$ cat src/rtl/ddr3_ring_sequencer.sv
`default_nettype none
// +---------------------------------------------------------------------------+
// | ddr3_ring_sequencer: ring-buffered burst sequencer, USB FIFOs <-> MIG app |
// | Optional stats counters: define DDR3_SEQ_STATS_EN.  Rev 1.0               |
// +---------------------------------------------------------------------------+
module ddr3_ring_sequencer #(
  parameter int ADDR_WIDTH = 29,
  parameter int DATA_WIDTH = 256,
  parameter int BURST_MAX  = 16,
  parameter int RING_BASE  = 0,
  parameter int RING_BEATS = 1024,
  parameter int ADDR_STEP  = 8
) (
  input  logic                            clk,
  input  logic                            reset,
  input  logic                            init_calib_complete,
  input  logic [1:0]                      mode,
  input  logic [$clog2(BURST_MAX+1)-1:0]  burst_len,
  input  logic [DATA_WIDTH-1:0]           in_dout,
  input  logic [15:0]                     in_count,
  output logic                            in_rd_en,
  output logic [DATA_WIDTH-1:0]           out_din,
  output logic                            out_wr_en,
  input  logic [15:0]                     out_free,
  output logic [ADDR_WIDTH-1:0]           app_addr,
  output logic [2:0]                      app_cmd,
  output logic                            app_en,
  input  logic                            app_rdy,
  output logic [DATA_WIDTH-1:0]           app_wdf_data,
  output logic                            app_wdf_wren,
  output logic                            app_wdf_end,
  input  logic                            app_wdf_rdy,
  input  logic [DATA_WIDTH-1:0]           app_rd_data,
  input  logic                            app_rd_data_valid,
  output logic [$clog2(RING_BEATS):0]     level,
  output logic                            busy,
  output logic [31:0]                     stat_wr_bursts,
  output logic [31:0]                     stat_rd_bursts,
  output logic [31:0]                     stat_stalls
);
  localparam int BL_W  = $clog2(BURST_MAX+1);
  localparam int PTR_W = $clog2(RING_BEATS);
  localparam int LVL_W = PTR_W + 1;
  localparam int CMP_W = ((LVL_W > 16) ? LVL_W : 16) + 2;

  typedef enum logic [1:0] {
    S_IDLE = 2'd0,
    S_ARB  = 2'd1,
    S_WR   = 2'd2,
    S_RD   = 2'd3
  } state_t;

  state_t             r_state;
  logic [BL_W-1:0]    r_len;
  logic [BL_W-1:0]    r_cmd_cnt;
  logic [BL_W-1:0]    r_data_cnt;
  logic [PTR_W-1:0]   r_wr_ptr;
  logic [PTR_W-1:0]   r_rd_ptr;
  logic [LVL_W-1:0]   r_level;
  logic [LVL_W-1:0]   r_rd_out;
  logic [LVL_W-1:0]   r_wr_inflight;
  logic               r_last_rd;

  logic [BL_W-1:0]    w_len;
  logic [CMP_W-1:0]   w_ring_free;
  logic               w_wr_elig;
  logic               w_rd_elig;
  logic [PTR_W-1:0]   w_ptr;
  logic               w_acc;
  logic               w_push;
  logic [BL_W-1:0]    w_cmd_nxt;
  logic [BL_W-1:0]    w_data_nxt;
  logic               w_wr_done;
  logic               w_rd_done;

  assign w_len = (burst_len == '0) ? BL_W'(1) :
                 (burst_len > BL_W'(BURST_MAX)) ? BL_W'(BURST_MAX) : burst_len;

  assign w_ring_free = CMP_W'(RING_BEATS) - CMP_W'(r_level) - CMP_W'(r_wr_inflight);
  assign w_wr_elig   = mode[0] && (CMP_W'(in_count) >= CMP_W'(w_len)) &&
                       (w_ring_free >= CMP_W'(w_len));
  assign w_rd_elig   = mode[1] && (CMP_W'(r_level) >= CMP_W'(w_len)) &&
                       (CMP_W'(out_free) >= CMP_W'(w_len) + CMP_W'(r_rd_out));

  assign busy         = (r_state == S_WR) || (r_state == S_RD);
  assign app_en       = busy && (r_cmd_cnt < r_len);
  assign app_wdf_wren = (r_state == S_WR) && (r_data_cnt < r_len);
  assign app_wdf_end  = app_wdf_wren;
  assign app_wdf_data = in_dout;
  assign in_rd_en     = app_wdf_wren && app_wdf_rdy;
  assign app_cmd      = (r_state == S_RD) ? 3'b001 : 3'b000;
  assign w_ptr        = (r_state == S_RD) ? r_rd_ptr : r_wr_ptr;
  assign app_addr     = app_en ? (ADDR_WIDTH'(RING_BASE) +
                                  ADDR_WIDTH'(w_ptr) * ADDR_WIDTH'(ADDR_STEP)) : '0;
  assign level        = r_level;

  // Returns are only forwarded for reads this instance actually issued.
  assign w_push    = app_rd_data_valid && (r_rd_out != '0);
  assign out_wr_en = w_push;
  assign out_din   = app_rd_data;

  assign w_acc      = app_en && app_rdy;
  assign w_cmd_nxt  = r_cmd_cnt + BL_W'(w_acc);
  assign w_data_nxt = r_data_cnt + BL_W'(in_rd_en);
  assign w_wr_done  = (w_cmd_nxt == r_len) && (w_data_nxt == r_len);
  assign w_rd_done  = (w_cmd_nxt == r_len);

  always_ff @(posedge clk) begin
    if (reset) begin
      r_state       <= S_IDLE;
      r_len         <= '0;
      r_cmd_cnt     <= '0;
      r_data_cnt    <= '0;
      r_wr_ptr      <= '0;
      r_rd_ptr      <= '0;
      r_level       <= '0;
      r_rd_out      <= '0;
      r_wr_inflight <= '0;
      r_last_rd     <= 1'b0;
    end else begin
      r_rd_out <= r_rd_out + LVL_W'(w_acc && (r_state == S_RD)) - LVL_W'(w_push);
      case (r_state)
        S_IDLE: if (init_calib_complete) r_state <= S_ARB;
        S_ARB: begin
          r_cmd_cnt  <= '0;
          r_data_cnt <= '0;
          r_len      <= w_len;
          if (!init_calib_complete) begin
            r_state <= S_IDLE;
          end else if (w_wr_elig && (!w_rd_elig || r_last_rd)) begin
            r_state       <= S_WR;
            r_wr_inflight <= LVL_W'(w_len);
            r_last_rd     <= 1'b0;
          end else if (w_rd_elig) begin
            r_state   <= S_RD;
            r_last_rd <= 1'b1;
          end
        end
        S_WR: begin
          r_cmd_cnt  <= w_cmd_nxt;
          r_data_cnt <= w_data_nxt;
          if (w_acc) r_wr_ptr <= r_wr_ptr + PTR_W'(1);
          // Commit the whole burst at once so readers never see partial data.
          if (w_wr_done) begin
            r_level       <= r_level + LVL_W'(r_len);
            r_wr_inflight <= '0;
            r_state       <= S_ARB;
          end
        end
        S_RD: begin
          r_cmd_cnt <= w_cmd_nxt;
          if (w_acc) begin
            r_rd_ptr <= r_rd_ptr + PTR_W'(1);
            r_level  <= r_level - LVL_W'(1);
          end
          if (w_rd_done) r_state <= S_ARB;
        end
        default: r_state <= S_IDLE;
      endcase
    end
  end

`ifdef DDR3_SEQ_STATS_EN
  logic [31:0] r_stat_wr;
  logic [31:0] r_stat_rd;
  logic [31:0] r_stat_st;
  logic        w_stall;

  assign w_stall = busy && ((app_en && !app_rdy) || (app_wdf_wren && !app_wdf_rdy));

  always_ff @(posedge clk) begin
    if (reset) begin
      r_stat_wr <= '0;
      r_stat_rd <= '0;
      r_stat_st <= '0;
    end else begin
      if ((r_state == S_WR) && w_wr_done && (r_stat_wr != '1)) r_stat_wr <= r_stat_wr + 32'd1;
      if ((r_state == S_RD) && w_acc && w_rd_done && (r_stat_rd != '1)) r_stat_rd <= r_stat_rd + 32'd1;
      if (w_stall && (r_stat_st != '1)) r_stat_st <= r_stat_st + 32'd1;
    end
  end

  assign stat_wr_bursts = r_stat_wr;
  assign stat_rd_bursts = r_stat_rd;
  assign stat_stalls    = r_stat_st;
`else
  assign stat_wr_bursts = '0;
  assign stat_rd_bursts = '0;
  assign stat_stalls    = '0;
`endif

endmodule
`default_nettype wire

$ cat config.mk
export PLATFORM = sky130hd
export DESIGN_NAME = ddr3_ring_sequencer
export DESIGN_NICKNAME = d
export VERILOG_FILES = /design/src/rtl/ddr3_ring_sequencer.sv
export SDC_FILE = /design/constraint.sdc
export NUM_CORES = 1
export LEC_CHECK = 0
export ABC_CLOCK_PERIOD_IN_PS = 12900
export CORE_AREA = 8 8 469 471
export CTS_CLUSTER_DIAMETER = 100
export DETAILED_ROUTE_END_ITERATION = 16
export DIE_AREA = 0 0 477 479
export DONT_BUFFER_PORTS = 1
export GPL_ROUTABILITY_DRIVEN = 0
export SLEW_MARGIN = 20
export SYNTH_ARGS = -nofsm -noshare
export SYNTH_HDL_FRONTEND = slang
export SYNTH_SLANG_ARGS = --single-unit
$ cat constraint.sdc
create_clock -name clk -period 12.9 [get_ports clk]
set_input_delay 2.58 -clock clk [delete_from_list [all_inputs] [get_ports clk]]
set_output_delay 2.58 -clock clk [all_outputs]
set_load 0.05 [all_outputs]
==> metrics.txt, run 1 <==
# TYPE chip_impl_metric gauge
chip_impl_info{name="ys_top_cells_by_count",value="630 x sky130_fd_sc_hd__buf_4, 88 x sky130_fd_sc_hd__ha_1, 84 x sky130_fd_sc_hd__nor2_1, 65 x sky130_fd_sc_hd__dfxtp_1, 57 x sky130_fd_sc_hd__inv_1"} 1
chip_impl_metric{name="max-vdd-ir-drop",unit="V"} 0.00008291
chip_impl_metric{name="post_synth_instance_area",unit="um^2"} 10500
chip_impl_metric{name="seq_area_frac_synth",unit="%"} 12.39
chip_impl_metric{name="max_cap_violations",unit=""} 0
chip_impl_info{name="series_of_cell_instances_along_the_critical_path",value="nor3_1 > nor2_1 > nor2_1 > ha_1 > fa_1 > a21oi_1 > nor2_1 > nor2_1 > nor2b_1 > o21ai_0 > nor2_1 > xnor2_1 > ha_1 > or4_1 > a211oi_1 > nor2_1 > nor3b_1 > a2111oi_0 > a2bb2oi_4 > mux2_1"} 1
chip_impl_metric{name="yosys-mux-area-fraction",unit="%"} 3.097
chip_impl_metric{name="vias_per_cell",unit=""} 1.757
chip_impl_metric{name="die_x",unit="um"} 477
chip_impl_metric{name="wirelength",unit="um"} 101400
chip_impl_metric{name="clock_power_share",unit="%"} 14.9
chip_impl_info{name="synth.top_cells.by_area",value="sky130_fd_sc_hd__buf_4 45%, sky130_fd_sc_hd__dfxtp_1 12%, sky130_fd_sc_hd__ha_1 10%"} 1
chip_impl_info{name="synth_top_family_by_area",value="buffers and inverters"} 1
chip_impl_metric{name="floorplan.die_area",unit="um^2"} 228500
chip_impl_metric{name="initial_core_util",unit="%"} 4.933
chip_impl_info{name="tritoncts",value="built"} 1
chip_impl_metric{name="synthCells",unit=""} 1335
chip_impl_metric{name="timing.critical_path.required",unit="ns"} 13.16
chip_impl_metric{name="skew",unit="ns"} 0.01308
chip_impl_metric{name="clock_path_buffers",unit=""} 2
chip_impl_metric{name="placementRows",unit=""} 170
chip_impl_metric{name="max_transition_margin",unit="%"} 29.17
chip_impl_metric{name="max_clock_freq",unit="MHz"} 148.3
chip_impl_info{name="yosys.area.top_type",value="sky130_fd_sc_hd__buf_4"} 1
chip_impl_metric{name="power_frac_seq",unit="%"} 18.1
chip_impl_metric{name="post_synth_fa_ha_maj_area_fraction",unit="%"} 11.25
chip_impl_metric{name="synth_compound_gate_area_share",unit="%"} 8.804
chip_impl_metric{name="final_period_minus_worst_setup_slack",unit="ns"} 6.741
chip_impl_info{name="worstSetupPathType",value="in2reg"} 1
chip_impl_info{name="synth.most_common_cell",value="sky130_fd_sc_hd__buf_4"} 1
chip_impl_metric{name="simple_gate_portion_of_the_synthesized_area",unit="%"} 11.90
chip_impl_metric{name="detailedPlacementHpwl",unit="um"} 95230
chip_impl_metric{name="timing.final.hold_violations",unit=""} 0
chip_impl_metric{name="power_density",unit="nW/um^2"} 175.5
chip_impl_metric{name="switching_share_of_total_power",unit="%"} 50.94
chip_impl_metric{name="layout.core_utilization",unit="%"} 4.754
chip_impl_metric{name="fin_crit_sh",unit="%"} 52.26
chip_impl_metric{name="grt-ovfl-total",unit=""} 0
chip_impl_metric{name="grt_pass1_wl",unit="um"} 115800
chip_impl_metric{name="worst_slew_pin_slew",unit="ns"} 1.061
chip_impl_metric{name="place_worst_setup_slack",unit="ns"} 5.834
chip_impl_metric{name="boundaryPins",unit=""} 1214
chip_impl_metric{name="wire_per_inst",unit="um"} 27.63
chip_impl_info{name="critPathSlowestCell",value="sky130_fd_sc_hd__a2111oi_0"} 1
chip_impl_metric{name="postCtsSetupBuffers",unit=""} 0
chip_impl_metric{name="number_of_cells_upsized_or_downsized_after_cts",unit=""} 0
chip_impl_metric{name="insertion_delay",unit="ns"} 0.38
chip_impl_metric{name="synthToLayoutAreaGrowth",unit="%"} -3.622
chip_impl_metric{name="final_setup_violation_count",unit=""} 0
chip_impl_metric{name="number_of_storage_elements_in_the_synthesis_netlist",unit=""} 65
chip_impl_metric{name="via_count_of_the_first_global_routing_pass",unit=""} 6527
chip_impl_info{name="critPathLaunchType",value="input port"} 1
chip_impl_metric{name="synth_top_cell_area_share",unit="%"} 45.03
chip_impl_metric{name="route.vias.total",unit=""} 6449
chip_impl_info{name="root_buffer",value="sky130_fd_sc_hd__clkbuf_16"} 1
chip_impl_metric{name="detailedRoute.firstPassIterationCount",unit=""} 5
chip_impl_metric{name="tritoncts_sinks",unit=""} 65
chip_impl_info{name="cp-end-kind",value="register"} 1
chip_impl_info{name="rsz0062_at_grt",value="false"} 1
chip_impl_metric{name="yosys.area_share.xor_xnor",unit="%"} 4.670
chip_impl_metric{name="number_of_enable_flip_flop_cells_after_synthesis",unit=""} 0
chip_impl_metric{name="nets",unit=""} 1474
chip_impl_metric{name="largest_stage_delay_on_the_critical_path",unit="ns"} 0.71
chip_impl_metric{name="detailedRoute.firstIterationViolations",unit=""} 306
chip_impl_metric{name="grt_antenna_before_repair",unit=""} 16
chip_impl_metric{name="drc",unit=""} 0
chip_impl_info{name="min_path_type",value="reg2reg"} 1
chip_impl_metric{name="power.total",unit="mW"} 1.777
chip_impl_metric{name="grt_max_degree",unit=""} 68
chip_impl_metric{name="total_switching_power",unit="mW"} 0.9050
chip_impl_metric{name="timing.critical_path.buf_inv",unit=""} 0
chip_impl_metric{name="cts-buffers-inserted",unit=""} 9
chip_impl_metric{name="synth.lib_cells_used.distinct",unit=""} 65
chip_impl_metric{name="totalNegativeSetupSlack",unit="ns"} 0
chip_impl_metric{name="worst-endpoint-arrival",unit="ns"} 7.00
chip_impl_metric{name="clk_transition_reported_paths",unit="ns"} 0.06
chip_impl_metric{name="post_cts_hold_buffer_count",unit=""} 0
chip_impl_metric{name="route.antenna.remaining_nets",unit=""} 0
chip_impl_metric{name="drive_above_1_share",unit="%"} 6.386
chip_impl_metric{name="finish.instance_area",unit="um^2"} 10120
chip_impl_info{name="status",value="complete, no violations"} 1
chip_impl_metric{name="leakage",unit="nW"} 2.999
chip_impl_info{name="cp_common_cell",value="sky130_fd_sc_hd__nor2_1"} 1
chip_impl_metric{name="floorplan.core_area",unit="um^2"} 212900
chip_impl_metric{name="avgSynthCellArea",unit="um^2"} 7.867
chip_impl_metric{name="critPathMaxFanout",unit=""} 6
chip_impl_metric{name="dieHeight",unit="um"} 479
chip_impl_info{name="critPathTopFamily",value="compound AO/OA/AOI/OAI gates"} 1
chip_impl_metric{name="portBuffers",unit=""} 0
chip_impl_metric{name="placedInstanceArea",unit="um^2"} 9817
chip_impl_metric{name="cts-htree-levels",unit=""} 3
chip_impl_metric{name="fin_ws",unit="ns"} 6.159
chip_impl_metric{name="async_set_or_reset_register_ratio_after_synthesis",unit="%"} 0
chip_impl_info{name="ys_dominant_reg_cell",value="sky130_fd_sc_hd__dfxtp_1"} 1
chip_impl_metric{name="power.share.combinational",unit="%"} 67.0
chip_impl_metric{name="cellInternalPower",unit="mW"} 0.8717
chip_impl_metric{name="maxSlewViolCount",unit=""} 0
chip_impl_metric{name="grt.total_usage",unit="%"} 8.417
chip_impl_metric{name="yosys_warnings",unit=""} 0
metal layers:
layer  vias up  wire length [um]  global-route usage [%]
li1       2612                 -                       -
met5         -                95                  0.2729
met4         6              8366                   6.015
met3       320             37640                   14.64
met1      2659             10720                   2.393
met2       852             44600                   13.27
layout make-up:
| type | count | area, um^2 |
|---|---|---|
| inverter | 57 | 214.0 |
| clock inverter | 6 | 65.06 |
| fill | 25160 | 202800 |
| clock buffer | 10 | 229.0 |
| antenna | 3 | 7.507 |
| multi-input combinational | 677 | 4631 |
| sequential | 65 | 1305 |
| tap | 2838 | 3551 |
| timing repair buffer | 15 | 120.1 |
flip-flops by register name (all words and copies together), names as in the netlist:
name           cells
r_rd_out          11
r_len              5
r_state            2
r_data_cnt         5
r_wr_inflight      5
r_cmd_cnt          5
level             11
r_rd_ptr          10
r_last_rd          1
r_wr_ptr          10
metrics by stage:
stage                     instances  hold WS (ns)
final                          3671        0.4665
after detailed placement       3652        0.4575
after floorplan                1451        0.4381
after global placement         3652        0.4546
after CTS                      3668        0.4670
after global routing           3669        0.4779
worst min-delay path, delay by kind of cell, from the launching register on:
| kind | cells | cell delay (ns) |
|---|---|---|
| DFF | 1 | 0.31 |
| muxes | 1 | 0.05 |
| and+or+nand+nor | 1 | 0.05 |
kinds of logic after synthesis:
kind of cell	after synthesis
XOR/XNOR	56
buffers and inverters	709
multiplexers	32
AND/OR/NAND/NOR	245
flip-flops	65
other	1
AO/OA/AOI/OAI	135
adder cells (fa/ha/maj)	92
path summary, 6_finish.rpt:
| kind | from | endpoint | slack (ns) | depth (start not counted) |
|---|---|---|---|---|
| setup / recovery | burst_len[1] | r_wr_inflight[3] | 6.16 | 20 |
| setup reg to reg | r_state[0] | r_wr_inflight[3] | 7.12 | 17 |
| hold reg to reg | r_wr_inflight[4] | r_wr_inflight[4] | 0.47 | 2 |
| hold / removal | r_wr_inflight[4] | r_wr_inflight[4] | 0.47 | 2 |
cells in the final DEF, fill, tap and decap left out, types with 4 or more instances in the layout:
master,instances
sky130_fd_sc_hd__and3_1,6
sky130_fd_sc_hd__nand4_1,6
sky130_fd_sc_hd__mux2i_1,28
sky130_fd_sc_hd__xor2_1,26
sky130_fd_sc_hd__o21ai_0,32
sky130_fd_sc_hd__nor4_1,4
sky130_fd_sc_hd__nand3_1,15
sky130_fd_sc_hd__o21bai_1,4
sky130_fd_sc_hd__nor2b_1,12
sky130_fd_sc_hd__a211oi_1,7
sky130_fd_sc_hd__inv_1,57
sky130_fd_sc_hd__and2_1,5
sky130_fd_sc_hd__nor3b_1,7
sky130_fd_sc_hd__fa_1,4
sky130_fd_sc_hd__clkbuf_16,9
sky130_fd_sc_hd__xnor2_1,30
sky130_fd_sc_hd__nor3_1,23
sky130_fd_sc_hd__dfxtp_1,62
sky130_fd_sc_hd__and3b_1,4
sky130_fd_sc_hd__nand2b_1,16
sky130_fd_sc_hd__o21a_1,4
sky130_fd_sc_hd__or4_1,5
sky130_fd_sc_hd__conb_1,117
sky130_fd_sc_hd__ha_1,87
sky130_fd_sc_hd__a2111oi_0,5
sky130_fd_sc_hd__nand2_1,36
sky130_fd_sc_hd__a21oi_1,37
sky130_fd_sc_hd__a21o_1,9
sky130_fd_sc_hd__buf_4,14
sky130_fd_sc_hd__or3_1,8
sky130_fd_sc_hd__nor2_1,84
power groups by stage:
stage          combinational [mW]  sequential (mW)  clock (mW)
6_report                     1.19            0.322       0.264
5_1_grt                      1.33            0.330       0.283
4_1_cts                      1.20            0.322       0.280
3_5_place_dp                 1.19            0.326           0
3_3_place_gp                 1.16            0.325           0
2_1_floorplan                1.38            0.312           0
Power figures use the tool's default switching activity.
==> run 2: changes to the inputs <==
--- a/config.mk
+++ b/config.mk
@@ -5,7 +5,7 @@
 export SDC_FILE = /design/constraint.sdc
 export NUM_CORES = 1
 export LEC_CHECK = 0
-export ABC_CLOCK_PERIOD_IN_PS = 12900
+export ABC_CLOCK_PERIOD_IN_PS = 6850
 export CORE_AREA = 8 8 469 471
 export CTS_CLUSTER_DIAMETER = 100
 export DETAILED_ROUTE_END_ITERATION = 16
==> constraint.sdc (replaced) <==
create_clock -name clk -period 6.85 [get_ports clk]
set_input_delay 1.37 -clock clk [delete_from_list [all_inputs] [get_ports clk]]
set_output_delay 1.37 -clock clk [all_outputs]
set_load 0.05 [all_outputs]
==> metrics.txt, run 2 (synthesis gave the netlist of run 1 again) <==
# TYPE chip_impl_metric gauge
chip_impl_metric{name="r2r.worst_path.cells",unit=""} 17
chip_impl_metric{name="boundaryPins",unit=""} 1214
chip_impl_metric{name="final_period_minus_worst_setup_slack",unit="ns"} 5.429
chip_impl_info{name="critPathLaunchType",value="input port"} 1
chip_impl_metric{name="postCtsSetupBuffers",unit=""} 0
chip_impl_metric{name="vias_per_cell",unit=""} 1.718
chip_impl_metric{name="number_of_cells_upsized_or_downsized_after_cts",unit=""} 0
chip_impl_metric{name="via_count_of_the_first_global_routing_pass",unit=""} 6307
chip_impl_metric{name="floorplan.core_area",unit="um^2"} 212900
chip_impl_metric{name="dieHeight",unit="um"} 479
chip_impl_info{name="hold_start",value="r_wr_inflight[0]"} 1
chip_impl_info{name="cp-end-kind",value="register"} 1
chip_impl_metric{name="route.vias.total",unit=""} 6318
chip_impl_info{name="grt.busiest_layer",value="met3"} 1
chip_impl_metric{name="insertion_delay",unit="ns"} 0.39
chip_impl_metric{name="max-vdd-ir-drop",unit="V"} 0.0001769
chip_impl_metric{name="grt_pass1_wl",unit="um"} 115100
chip_impl_metric{name="tritoncts_sinks",unit=""} 65
chip_impl_metric{name="instances_no_fill",unit=""} 3678
chip_impl_metric{name="critPathMaxFanout",unit=""} 6
chip_impl_metric{name="initial_core_util",unit="%"} 4.933
chip_impl_info{name="worstSetupStartpoint",value="burst_len[1]"} 1
chip_impl_metric{name="post_cts_hold_buffer_count",unit=""} 0
chip_impl_metric{name="wirelength",unit="um"} 101600
chip_impl_metric{name="maxSlewViolCount",unit=""} 0
chip_impl_metric{name="worst-endpoint-arrival",unit="ns"} 5.70
chip_impl_info{name="regToRegStartpoint",value="r_state[0]"} 1
chip_impl_metric{name="skew",unit="ns"} 0.02468
chip_impl_metric{name="grt_util_met2",unit="%"} 13.27
chip_impl_info{name="layout_commonest_cell",value="sky130_fd_sc_hd__conb_1"} 1
chip_impl_metric{name="clk_transition_reported_paths",unit="ns"} 0.07
chip_impl_metric{name="timing.final.hold_violations",unit=""} 0
chip_impl_metric{name="gr-usage-met1",unit="%"} 2.351
chip_impl_info{name="root_buffer",value="sky130_fd_sc_hd__clkbuf_16"} 1
chip_impl_metric{name="placementRows",unit=""} 170
chip_impl_metric{name="leakage",unit="nW"} 3.034
chip_impl_metric{name="grt.total_usage",unit="%"} 8.415
chip_impl_metric{name="totalNegativeSetupSlack",unit="ns"} 0
chip_impl_metric{name="wire_per_inst",unit="um"} 27.62
chip_impl_metric{name="clock_path_buffers",unit=""} 2
chip_impl_metric{name="worst_slew_pin_slew",unit="ns"} 0.9463
chip_impl_metric{name="final_setup_violation_count",unit=""} 0
chip_impl_info{name="tritoncts",value="built"} 1
chip_impl_metric{name="synthToLayoutAreaGrowth",unit="%"} -3.062
chip_impl_metric{name="grt-ovfl-total",unit=""} 0
chip_impl_metric{name="post-place-cells",unit=""} 3657
chip_impl_info{name="min_path_type",value="reg2reg"} 1
chip_impl_metric{name="power_density",unit="nW/um^2"} 331.8
chip_impl_info{name="mostFrequentLayoutCells",value="117 x sky130_fd_sc_hd__conb_1, 87 x sky130_fd_sc_hd__ha_1, 84 x sky130_fd_sc_hd__nor2_1"} 1
chip_impl_metric{name="drive_above_1_share",unit="%"} 6.826
chip_impl_metric{name="max_clock_freq",unit="MHz"} 184.2
chip_impl_metric{name="grt_max_degree",unit=""} 68
chip_impl_metric{name="grt_antenna_before_repair",unit=""} 16
chip_impl_info{name="worstSetupPathType",value="in2reg"} 1
chip_impl_metric{name="route.antenna.remaining_nets",unit=""} 0
chip_impl_metric{name="die_x",unit="um"} 477
chip_impl_metric{name="detailedPlacementHpwl",unit="um"} 95040
chip_impl_metric{name="drc",unit=""} 0
chip_impl_metric{name="portBuffers",unit=""} 0
chip_impl_metric{name="max_transition_margin",unit="%"} 36.83
chip_impl_info{name="rsz0062_at_grt",value="false"} 1
chip_impl_metric{name="fin_crit_sh",unit="%"} 79.26
chip_impl_metric{name="min_path_cells",unit=""} 2
chip_impl_metric{name="timing.critical_path.required",unit="ns"} 7.12
chip_impl_metric{name="detailedRoute.firstIterationViolations",unit=""} 282
chip_impl_metric{name="detailedRoute.firstPassIterationCount",unit=""} 4
chip_impl_metric{name="gr-usage-met3",unit="%"} 14.67
chip_impl_metric{name="cts-buffers-inserted",unit=""} 9
chip_impl_metric{name="max_cap_violations",unit=""} 0
chip_impl_metric{name="nets",unit=""} 1479
chip_impl_metric{name="cts-htree-levels",unit=""} 3
chip_impl_metric{name="floorplan.die_area",unit="um^2"} 228500
chip_impl_info{name="status",value="complete, no violations"} 1
-- run 2: cell count changes in the layout (fill, tap and decap cells not counted), sizes merged --
cell / change
clkbuf: +1
buf: +5
diode: +2
clkinv: -1
-- run 2: path summary, 6_finish.rpt --
check                                   endpoint  slack [ns]
worst min register to register  r_wr_inflight[0]        0.47
worst max register to register  r_wr_inflight[3]        1.79
worst max-delay path            r_wr_inflight[3]        1.42
worst min-delay path            r_wr_inflight[0]        0.47
-- run 2: area by class of cell --
type / instances / area [um^2]
multi-input cells: 677 / 4631
clock inverters: 5 / 60.06
flip-flops and latches: 65 / 1303
fillers: 25150 / 202700
diodes: 5 / 12.51
repair buffers: 20 / 157.7
inverters: 57 / 214.0
clock buffers: 11 / 252.7
well taps: 2838 / 3551
-- run 2: power by group --
part	total [mW]	leakage [nW]	internal, mW	switching (mW)
registers	0.567	0.529	0.448	0.119
clock network	0.543	0.153	0.305	0.239
logic	2.27	2.35	0.913	1.35
total	3.38	3.03	1.67	1.71
-- run 2: critical path: stages --
cell and delay, ns:
sky130_fd_sc_hd__nor3_1 0.17, sky130_fd_sc_hd__nor2_1 0.06, sky130_fd_sc_hd__nor2_1 0.35, sky130_fd_sc_hd__ha_1 0.28
sky130_fd_sc_hd__fa_1 0.22, sky130_fd_sc_hd__a21oi_1 0.08, sky130_fd_sc_hd__nor2_1 0.09, sky130_fd_sc_hd__nor2_1 0.07
sky130_fd_sc_hd__nor2b_1 0.12, sky130_fd_sc_hd__o21ai_0 0.13, sky130_fd_sc_hd__nor2_1 0.21, sky130_fd_sc_hd__xnor2_1 0.09
sky130_fd_sc_hd__ha_1 0.21, sky130_fd_sc_hd__or4_1 0.51, sky130_fd_sc_hd__a211oi_1 0.22, sky130_fd_sc_hd__nor2_1 0.10
sky130_fd_sc_hd__nor3b_1 0.18, sky130_fd_sc_hd__a2111oi_0 0.73, sky130_fd_sc_hd__a2bb2oi_4 0.17, sky130_fd_sc_hd__mux2_1 0.34
-- run 2: metal layers --
metal | vias to the layer above | wire, um
li1 | 2622 | -
met1 | 2580 | 10270
met2 | 792 | 44760
met3 | 316 | 38030
met4 | 8 | 8436
met5 | - | 92
-- run 2: through the flow --
stage / cell area [um^2] / util, % / hold slack (ns) / power [mW] / setup WS (ns)
3_3_place_gp: 9854 / 4.628 / 0.4566 / 2.805 / 1.036
4_1_cts: 10170 / 4.775 / 0.4735 / 3.439 / 1.463
5_1_grt: 10170 / 4.778 / 0.5013 / 3.683 / 1.016
2_1_floorplan: 10940 / - / 0.4381 / 3.187 / 1.442
3_5_place_dp: 9854 / 4.628 / 0.4644 / 2.843 / 1.012
6_report: 10180 / 4.782 / 0.4706 / 3.378 / 1.421
